--- config.mk ---
export PLATFORM = sky130hd
export DESIGN_NAME = i2s_tx_8ch
export DESIGN_NICKNAME = d
export VERILOG_FILES = /design/src/rtl/i2s_tx_8ch.sv
export SDC_FILE = /design/constraint.sdc
export NUM_CORES = 1
export LEC_CHECK = 0
export CAP_MARGIN = 20
export CORE_MARGIN = 3
export CORE_UTILIZATION = 47
export CTS_BUF_LIST = sky130_fd_sc_hd__clkbuf_16
export DETAILED_ROUTE_END_ITERATION = 8
export SYNTH_ARGS = -nofsm -noshare
export SYNTH_HDL_FRONTEND = slang
export SYNTH_SLANG_ARGS = --single-unit
--- constraint.sdc ---
create_clock -name mclk -period 7.65 [get_ports mclk]
set_input_delay 0.765 -clock mclk [delete_from_list [all_inputs] [get_ports mclk]]
set_output_delay 0.765 -clock mclk [all_outputs]
set_load 0.05 [all_outputs]
--- src/rtl/i2s_tx_8ch.sv ---
// 8-channel I2S transmitter: double-buffers one ch0..ch7 frame from a ready/valid
// stream and serializes it as four stereo I2S lanes sharing one bck/lrck pair.
module i2s_tx_8ch #(
  parameter int SAMPLE_BITS = 24,
  parameter int SLOT_BITS   = 32,
  parameter int BCK_DIV     = 2
) (
  input  logic                   mclk,
  input  logic                   reset_n,
  input  logic                   enable,
  input  logic [SAMPLE_BITS-1:0] in_data,
  input  logic                   in_valid,
  output logic                   in_ready,
  output logic                   bck,
  output logic                   lrck,
  output logic [3:0]             sdata,
  output logic                   frame_start,
  output logic                   underrun
);

  localparam int BIT_W = $clog2(2 * SLOT_BITS);
  localparam int DIV_W = (BCK_DIV > 1) ? $clog2(BCK_DIV) : 1;
  localparam logic [BIT_W-1:0] BIT_LAST = BIT_W'(2 * SLOT_BITS - 1);
  localparam logic [BIT_W-1:0] SLOT_LEN = BIT_W'(SLOT_BITS);
  localparam logic [BIT_W-1:0] K_LAST   = BIT_W'(SAMPLE_BITS);
  localparam logic [DIV_W-1:0] DIV_LAST = DIV_W'(BCK_DIV - 1);

  logic [SAMPLE_BITS-1:0] entry [8];
  logic [SAMPLE_BITS-1:0] shreg [8];
  logic [3:0]             count;
  logic [DIV_W-1:0]       div;
  logic [BIT_W-1:0]       bit_cnt;
  logic                   active;

  logic             handshake, frame_full, tc, fall_edge, boundary;
  logic             right_nxt, data_bit;
  logic [BIT_W-1:0] bit_nxt, slot_k;

  assign in_ready   = (count < 4'd8);
  assign handshake  = in_valid && in_ready;
  assign frame_full = (count == 4'd8);
  assign tc         = (div == DIV_LAST);
  assign fall_edge  = active && tc && bck;
  // The first enabled cycle after idle counts as a frame boundary so the link
  // always starts at bit 0 with a fresh transfer decision.
  assign boundary   = enable && (!active || (fall_edge && bit_cnt == BIT_LAST));
  assign bit_nxt    = (bit_cnt == BIT_LAST) ? '0 : bit_cnt + 1'b1;
  assign right_nxt  = (bit_nxt >= SLOT_LEN);
  assign slot_k     = right_nxt ? bit_nxt - SLOT_LEN : bit_nxt;
  assign data_bit   = (slot_k >= BIT_W'(1)) && (slot_k <= K_LAST);

  always_ff @(posedge mclk or negedge reset_n) begin
    if (!reset_n) begin
      count <= '0;
      for (int c = 0; c < 8; c++) entry[c] <= '0;
    end else if (boundary && frame_full) begin
      count <= '0;
    end else if (handshake) begin
      entry[count[2:0]] <= in_data;
      count             <= count + 4'd1;
    end
  end

  always_ff @(posedge mclk or negedge reset_n) begin
    if (!reset_n) begin
      active      <= 1'b0;
      div         <= '0;
      bit_cnt     <= '0;
      bck         <= 1'b0;
      lrck        <= 1'b0;
      sdata       <= '0;
      frame_start <= 1'b0;
      underrun    <= 1'b0;
      for (int c = 0; c < 8; c++) shreg[c] <= '0;
    end else begin
      frame_start <= 1'b0;
      underrun    <= 1'b0;
      if (!enable) begin
        active  <= 1'b0;
        div     <= '0;
        bit_cnt <= '0;
        bck     <= 1'b0;
        lrck    <= 1'b0;
        sdata   <= '0;
        for (int c = 0; c < 8; c++) shreg[c] <= '0;
      end else begin
        if (!active) begin
          active  <= 1'b1;
          div     <= '0;
          bck     <= 1'b0;
          bit_cnt <= '0;
          lrck    <= 1'b0;
        end else begin
          div <= tc ? '0 : div + 1'b1;
          if (tc) bck <= ~bck;
          if (fall_edge) begin
            bit_cnt <= bit_nxt;
            lrck    <= right_nxt;
          end
        end
        if (boundary) begin
          frame_start <= 1'b1;
          underrun    <= !frame_full;
          sdata       <= '0;
          for (int c = 0; c < 8; c++) shreg[c] <= frame_full ? entry[c] : '0;
        end else if (fall_edge) begin
          // Only the channel of the slot being sent shifts; the other waits its turn.
          for (int n = 0; n < 4; n++) begin
            if (data_bit) begin
              sdata[n]                         <= shreg[2*n + int'(right_nxt)][SAMPLE_BITS-1];
              shreg[2*n + int'(right_nxt)]     <= shreg[2*n + int'(right_nxt)] << 1;
            end else begin
              sdata[n] <= 1'b0;
            end
          end
        end
      end
    end
  end

endmodule
# --- Word level (Yosys, flattened, before mapping) ---
# Cells that the tools add are included.
classes:
  n_reduce_logical: 17
  bitwise: 7
  order_cmp: 14
  shift: 0
  muxes: 79
  div: 0
  mul: 0
  eq_ne: 5
  n_addsub: 7
op_table:
  columns: ["cell", "count"]
  rows:
  - ["$mux W192", 16]
  - ["$bwmux W192", 5]
  - ["$mux W24", 21]
  - ["$demux W24 S3", 5]
  - ["$bmux W24 S3", 4]
  - ["$ge A32 B4 Y1 const B", 4]
  - ["$lt A32 B1 Y1 const B", 4]
  - ["$not A4 Y32", 2]
  - ["$not A1 Y32", 1]
  - ["$not A3 Y32", 1]
  - ["$mux W6", 5]
  - ["$mux W4", 5]
  - ["$mux W1", 18]
  - ["$logic_and A1 B1 Y1", 12]
  - ["$add A3 B1 Y4 const A", 2]
  - ["$add A6 B1 Y6 const B", 1]
  - ["$eq A6 B6 Y1 const B", 1]
  - ["$ge A6 B1 Y1 const B", 1]
  - ["$ge A6 B6 Y1 const B", 1]
  - ["$le A6 B5 Y1 const B", 1]
  - ["$sub A6 B6 Y6 const B", 1]
  - ["$add A4 B1 Y4 const B", 1]
  - ["$eq A4 B4 Y1 const B", 1]
  - ["$ge A4 B4 Y1 const B", 1]
  - ["other kinds (13)", 15]
word_totals:
  register_bits: 404
  romBits: 0
  memories: 0
  latch_bits: 0
  ram_bits: 0

# --- Logic depth before layout (Yosys ltp) ---
# Gate-level depths: netlist of run 1.
depth:
  word_depth: 28
  mapped_depth: 11
  ltp_nobuf: 8

# --- Worst setup path before layout of run 1 ---
# Ideal clock, no wire load.
synth_path:
  kind: "reg2reg"
  from: "register bit_cnt[0]"
  to: "register shreg[10] (netlist name)"
  t_arrival_ns: 2.504
  n_path_buf: 2
  synth_period_minus_slack_ns: 2.569
  stages_incl_launch_ff: 11
  path_slack_ns: 5.081
  path_cell_list: "dfrtp_1 -> ha_1 -> nand4bb_1 -> o21ai_1 -> a22o_1 -> a221o_1 -> and3_1 -> a2111oi_4 -> buf_4 -> buf_6 -> a22o_1"
synth_via:
  elab_chain_cells: 28
  elab_cells_between_ends: 72
synth_lines:
  columns: ["item", "line", "rtl"]
  rows:
  - ["from (decl)", "32", "logic [BIT_W-1:0] bit_cnt;"]
  - ["from (signal assigned)", "97", "bit_cnt <= bit_nxt;"]
  - ["$add A6 B1 Y6 or $eq A6 B6 Y1 (tied branches)", "47, 46", null]
  - ["$mux W6", "47", "assign bit_nxt = (bit_cnt == BIT_LAST) ? '0 : bit_cnt + 1'b1;"]
  - ["$ge A6 B6 Y1", "48", "assign right_nxt = (bit_nxt >= SLOT_LEN);"]
  - ["$not A1 Y32 (implied by the code)", "111", "shreg[2*n + int'(right_nxt)] <= shreg[2*n + int'(right_nxt)] << 1;"]
  - ["$ge A32 B4 Y1 (implied by the code) or $lt A32 B1 Y1 (tied branches)", "111", null]
  - ["$logic_and A1 B1 Y1 (implied by the code)", "111", null]
  - ["$mux W24 (implied by the code)", "111", null]
  - ["$demux W24 S3", "111", null]
  - ["[12 not listed]", null, null]
  - ["$mux W192", "106", "end else if (fall_edge) begin"]
  - ["$mux W192", "101", "if (boundary) begin"]
  - ["$mux W192", "78", "if (!enable) begin"]
  - ["$bwmux W192", "111", null]
  - ["$mux W192", "109", "if (data_bit) begin"]
  - ["$mux W192", "106", null]
  - ["$mux W192", "101", null]
  - ["$mux W192", "78", null]
  - ["to (signal, indexed assignment)", "111", null]
  - ["to (decl)", "29", "logic [SAMPLE_BITS-1:0] shreg [8];"]
# Parallel ways exist; a longest one is shown, timed or not. The select of a mux whose other input is x is not followed.
# A chain may end at the register's enable or synchronous reset.

# --- Worst setup path in the final report of run 1 ---
layout_path:
  from: "input enable"
  to: "register shreg[115] (netlist name)"
layout_via:
  elab_chain_cells: 3
  elab_cells_between_ends: 4
layout_lines:
  columns: ["item", "line", "rtl"]
  rows:
  - ["from (decl)", "10", "input logic enable,"]
  - ["$logic_and A1 B1 Y1", "46", "assign boundary = enable && (!active || (fall_edge && bit_cnt == BIT_LAST));"]
  - ["$mux W192", "101", null]
  - ["$mux W192", "78", null]
# Parallel ways exist; a longest one is shown, timed or not.

==> metrics, run 1 <==
outcome=finished, final reports clean; crit-path leading delay family=buffers and inverters; Die W=about 200 um; Finished Cell Area=about 0.019 mm^2; input/output buffers=36; WP data required=just over 8 ns; Cells after Synth=1,208; initial antenna violation count=3; crit path cell chain=clkdlybuf4s50_1, nand2_1, o21bai_1, a31oi_4, buf_4, buf_4, mux2_2; CTS tree=yes; nature of the critical path endpoint=register; Placed Cells incl. Taps=approximately 1,600; total CTS buffers=44; RSZ-0062 raised after global routing=false; DRC viols=0; Routed WL per cell=between 20 and 25 um; Global Route Usage Sum=roughly a fifth; num rows=~70; Area Growth Syn to Fin=12.38%; Layout Cells excl Fill=between 1,500 and 2,000; placed inst area=between 0.015 and 0.02 mm^2; CP Class=input pin to register; most frequent cells in the layout=dfrtp_1, mux2_2, a22o_1, a22oi_1, o2bb2ai_1; Die ar.=0.03801 mm^2; grt ovf=0; Least-Margin Pin Slew=1.051 ns; fill cell count=just under 3,000; setup TNS=0 ns; Max Cap Viol=0; CP max FO=59; slowest cell delay on critical path=1.11 ns; Starting Density=48.11%; Max VDD drop=200.2 uV; Setup-failing EPs final=0; met3 GRT Util=3.224%; R2R depth=10; H-tree levels=2; Vias=10,590; CP max stage cell=clkdlybuf4s50_1; first-pass GRT wire length=between 60 and 70 mm; Seq cells post-synth=404; post-synthesis sequential area ratio=between 60% and 70%; crit share post-route=a little over half; final worst path period need=between 4 and 5 ns; WL final=39.92 mm; Max-slew headroom=roughly 30%; CTS resizes=0; Max clock buf depth=3; count of pins over their slew limit=0; CTS root buffer=clkbuf_16; core area=between 0.03 and 0.04 mm^2; Arrival @ worst endpoint=roughly 4.5 ns; CP Buf/Inv Count=3; clk_lat worst skew=between 0.5 and 0.6 ns; largest net degree at the start of global routing=177; Peak Freq=between 200 and 250 MHz; Final Power=roughly 0.0058 W; prevailing post-synth register cell=dfrtp_1; most used cell, CP=buf_4; Post-CTS Setup Bufs=0; final hold viol count=0; syn nets=between 1,000 and 1,500; tightest hold margin=0.2223 ns; worst min-delay path class=input pin to async pin; met2 usage=32.32%; startpoint types=input pin; DR vias/cell=roughly 6.3; Iteration-0 DRC Markers=700; Pwr per Cell Area=roughly 310 mW/mm^2; GP Congestion=a little under 0.8; Post-synth EDFFs=0; IO Pins=37; layout net count=~1,200; LEAKAGE=slightly above 8 nW; DP HPWL=approximately 22 mm; Setup Skew=about 0.017 ns; GR Util met1=about a third; layout cells sized above 1=between 20% and 30%; commonest non-fill, non-tap cell in the layout=dfrtp_1; clock slew at reported path FFs=0.06 ns; CTS sink count=approximately 400; DRT Pass-1 Iters=5; Avg Synthesized Cell Area=13.89 um^2; ANT nets after route=0; Critical Path Stages=7; Ys Warns=0; vias in the first global route=between 10,000 and 15,000; Hold Buf Count CTS=0; Post-Syn Area=approximately 0.017 mm^2; die height=195.0 um; Synth async-reset ratio=between 90% and 100%; library cells used by synthesis=between 40 and 50; GR peak layer=met1
==> worst paths after layout <==
| path | endpoint | startpoint | slack [ns] |
|---|---|---|---|
| setup reg to reg | shreg[115]$_DFFE_PN0P_ | bit_cnt[0]$_DFFE_PN0P_ | 3.85 |
| setup / recovery | shreg[115]$_DFFE_PN0P_ | enable | 3.60 |
| max in group asynchronous | shreg[28]$_DFFE_PN0P_ | reset_n | 6.08 |
| hold reg to reg | sdata[3]$_DFFE_PN0P_ | sdata[3]$_DFFE_PN0P_ | 0.48 |
| hold / removal | bit_cnt[2]$_DFFE_PN0P_ | reset_n | 0.22 |
| min in group mclk | sdata[3]$_DFFE_PN0P_ | sdata[3]$_DFFE_PN0P_ | 0.48 |
==> routing by layer <==
layer / wire length [um] / part of all wire [%]
met5: 0 / 0
met4: 535 / 1.3
met2: 18570 / 47
met1: 19150 / 48
met3: 1659 / 4.2
==> cell type report <==
class / instances / area [um^2] / area share [%]
diodes: 1 / 2.502 / 0.01327
repair buffers: 56 / 573.1 / 3.039
flip-flops and latches: 404 / 10110 / 53.61
multi-input cells: 689 / 6272 / 33.26
well taps: 455 / 569.3 / 3.019
inverters: 9 / 33.78 / 0.1791
clock inverters: 32 / 172.7 / 0.9155
clock buffers: 45 / 1126 / 5.971
==> registers in the layout, indices dropped and copies added, names as in the netlist <==
name / flops
div: 1
count: 4
lrck: 1
bck: 1
bit_cnt: 6
frame_start: 1
entry: 192
underrun: 1
shreg: 192
sdata: 4
active: 1
==> where the power goes <==
group          switching (W)  total [W]  leakage (nW)  internal [W]
clock network       0.000842    0.00194         0.685       0.00109
logic               0.000401   0.000921          2.14      0.000519
registers           0.000257    0.00290          5.32       0.00264
==> Yosys cell counts (all sizes together), types with 2 or more instances <==
cell type  count  area, um^2
nor2          13       48.80
mux2         208        2342
a32o          15       150.1
and3           8       50.05
nor3           2       10.01
inv            9       33.78
nor2b          7       43.79
o22ai          2       12.51
o2bb2ai       92       805.8
o21ai         10       50.04
a22oi         92       690.7
a22o         163        1428
nand2         20       75.07
dfrtp        404       10110
o31ai          2       15.01
a31oi          8       50.05
a211oi         2       15.01
and2           3       18.77
a21oi          8       43.79
buf           40       226.5
clkbuf        66       249.0
or3            2       12.51
xnor2          3       26.28
nor3b          4       30.03
ha             5       62.56
mux2i          4       40.04
nand3          4       20.02
==> worst register-to-register path, stage by stage (launching register included) <==
cell     delay (ns)
dfrtp_1        0.49
ha_1           0.29
nand2_1        0.14
o31ai_1        0.30
and3_1         0.21
a311o_2        0.23
nand2_1        0.24
a31oi_4        0.23
buf_4          0.43
buf_4          0.72
mux2_2         0.42
==> cell families after synthesis <==
kind of cell	Yosys count	share of synthesized area (%)
buffers and inverters	115	3.034
AOI/OAI and AO/OA	401	19.91
and+or+nand+nor	67	2.035
muxes	212	14.20
xor gates and xnor gates	4	0.2088
DFF	404	60.24
adders and majority gates	5	0.3728
==> stage by stage <==
stage | worst slack (ns) | util [%]
finish | 3.596 | 54.06
global route | 3.401 | 54.06
CTS | 3.605 | 53.98
detailed placement | 3.028 | 50.25
global placement | 3.061 | 50.25
floorplan | 5.081 | -
Power figures use the tool's default switching activity.
==> inputs of run 2 (changes only) <==
clock period = 4 ns   (was 7.65 ns; I/O delays follow)
==> metrics, run 2 (synthesis results as in run 1) <==
Peak Freq=about 310 MHz; H-tree levels=2 (unchanged); crit-path leading delay family=compound AO/OA/AOI/OAI gates; worst min-delay path class=register to register; Pwr per Cell Area=577.2 mW/mm^2 (+89%); layout net count=1,249 (+0.97%); fin util=54.71% (+0.64 points); initial antenna violation count=4 (+1); grt ovf=0 (unchanged); first-pass GRT wire length=65.05 mm (+0.66%); crit share post-route=between 70 and 80%; CTS tree=yes; Setup Skew=0.02327 ns (+0.006768 ns); num rows=68 (unchanged); core area=0.03488 mm^2 (unchanged); FF/Latch Area=0.01011 mm^2 (unchanged); Max Cap Viol=0 (unchanged); die height=195.0 um (unchanged); DP HPWL=22.63 mm (+4.0%); Iteration-0 DRC Markers=632 (-9.7%); startpoint types=register; Least-Margin Pin Slew=1.025 ns (-0.02524 ns); Max clock buf depth=3 (unchanged); CP Class=register to register; WP data required=4.47 ns (-3.60 ns); vias in the first global route=11,030 (+2.9%); slowest cell delay on critical path=0.78 ns (-0.33 ns); Final Power=0.01102 W (+91%); largest registers=entry (192), shreg (192), bit_cnt (6); CP Buf/Inv Count=1 (-2); most frequent cells in the layout=dfrtp_1, mux2_2, a22o_1, a22oi_1, o2bb2ai_1; total CTS buffers=43 (-2.3%); count of pins over their slew limit=0 (unchanged); Layout Cells excl Fill=1,703 (+0.71%); setup TNS=0 ns (unchanged); IO Pins=37 (unchanged); input/output buffers=36 (unchanged); Max-slew headroom=31.49% (+1.7 points); Die ar.=0.03801 mm^2 (unchanged); outcome=finished, final reports clean; DR vias/cell=6.251 (-0.14%); commonest non-fill, non-tap cell in the layout=dfrtp_1; RSZ-0062 raised after global routing=false; final hold viol count=0 (unchanged); Global Route Usage Sum=21.32% (+0.12 points); Routed WL per cell=23.73 um (+0.50%); nature of the critical path endpoint=register; CP max stage cell=a2111oi_4; Arrival @ worst endpoint=3.66 ns (-0.82 ns); DRT Pass-1 Iters=5 (unchanged); CTS sink count=404 (unchanged); largest net degree at the start of global routing=106 (-40%); CTS root buffer=clkbuf_16; crit path cell chain=ha_1, nand4bb_1, o21ai_1, a22o_1, a221o_1, and3_1, a2111oi_4, buf_12, a22o_1; Area Growth Syn to Fin=13.71%; final worst path period need=3.197 ns; DRC viols=0 (unchanged); Post-CTS Setup Bufs=0 (unchanged); Hold Buf Count CTS=1 (+1); clk_lat worst skew=0.54 ns (about the same); CP max FO=37 (-37%); CTS resizes=0 (unchanged); fill cell count=2,935 (-0.84%); Placed Cells incl. Taps=1,625 (+0.81%); LEAKAGE=8.217 nW (+0.86%); clock slew at reported path FFs=0.06 ns (about the same); Vias=10,650 (+0.57%); ANT nets after route=0 (unchanged); GP Congestion=0.7673 (-1.7%); most used cell, CP=a22o_1; Setup-failing EPs final=0 (unchanged); Die W=195.0 um (unchanged); Starting Density=48.11% (unchanged); layout cells sized above 1=24.94% (+0.89 points); WL final=40.41 mm (+1.2%); multi-input logic area=0.006272 mm^2 (unchanged); Max VDD drop=419.0 uV (+110%)
-- run 2: power breakdown --
part	internal, W	switching [W]	total [W]
logic	0.00102	0.000778	0.00180
registers	0.00506	0.000496	0.00555
clock network	0.00208	0.00159	0.00366
-- run 2: stage by stage --
step | hold WS, ns | area, um^2 | setup WS (ns)
4_1_cts | 0.4919 | 19080 | 0.8262
3_5_place_dp | 0.4748 | 17790 | 0.8630
3_3_place_gp | 0.4704 | 17790 | 0.9271
6_report | 0.4883 | 19080 | 0.8032
5_1_grt | 0.5033 | 19080 | 0.6466
2_1_floorplan | 0.1044 | 16780 | 1.431
-- run 2: final timing paths --
| kind | from | depth (start not counted) | endpoint | slack, ns |
|---|---|---|---|---|
| max | bit_cnt[0]$_DFFE_PN0P_ | 9 | shreg[53]$_DFFE_PN0P_ | 0.80 |
| min | shreg[179]$_DFFE_PN0P_ | 1 | shreg[179]$_DFFE_PN0P_ | 0.49 |
| max reg2reg | bit_cnt[0]$_DFFE_PN0P_ | 9 | shreg[53]$_DFFE_PN0P_ | 0.80 |
| min reg2reg | shreg[179]$_DFFE_PN0P_ | 1 | shreg[179]$_DFFE_PN0P_ | 0.49 |
| max in group asynchronous | reset_n | 3 | shreg[74]$_DFFE_PN0P_ | 2.63 |
| min in group asynchronous | reset_n | 2 | bit_cnt[2]$_DFFE_PN0P_ | 0.50 |
-- run 2: area by class of cell --
| type | instances | share of cell area, % |
|---|---|---|
| Antenna cell | 1 | 0.01311 |
| Clock buffer | 43 | 5.639 |
| Clock inverter | 33 | 1.069 |
| Inverter | 9 | 0.1770 |
| Multi-Input combinational cell | 689 | 32.87 |
| Sequential cell | 404 | 52.98 |
| Tap cell | 455 | 2.983 |
| Timing Repair Buffer | 69 | 4.275 |
-- run 2: metal layers --
| layer | GRT usage [%] | vias to the layer above | wire length, um |
|---|---|---|---|
| li1 | - | 4674 | - |
| met1 | 30.94 | 5719 | 19120 |
| met2 | 34.11 | 193 | 19020 |
| met3 | 3.363 | 56 | 1424 |
| met4 | 4.938 | 4 | 811 |
| met5 | 0 | - | 27 |
-- run 2: worst reg2reg max path, stage by stage (launching register included) --
cell and delay, ns:
dfrtp_1 0.48, ha_1 0.22, nand4bb_1 0.13, o21ai_1 0.07
a22o_1 0.25, a221o_1 0.46, and3_1 0.25, a2111oi_4 0.78
buf_12 0.30, a22o_1 0.18
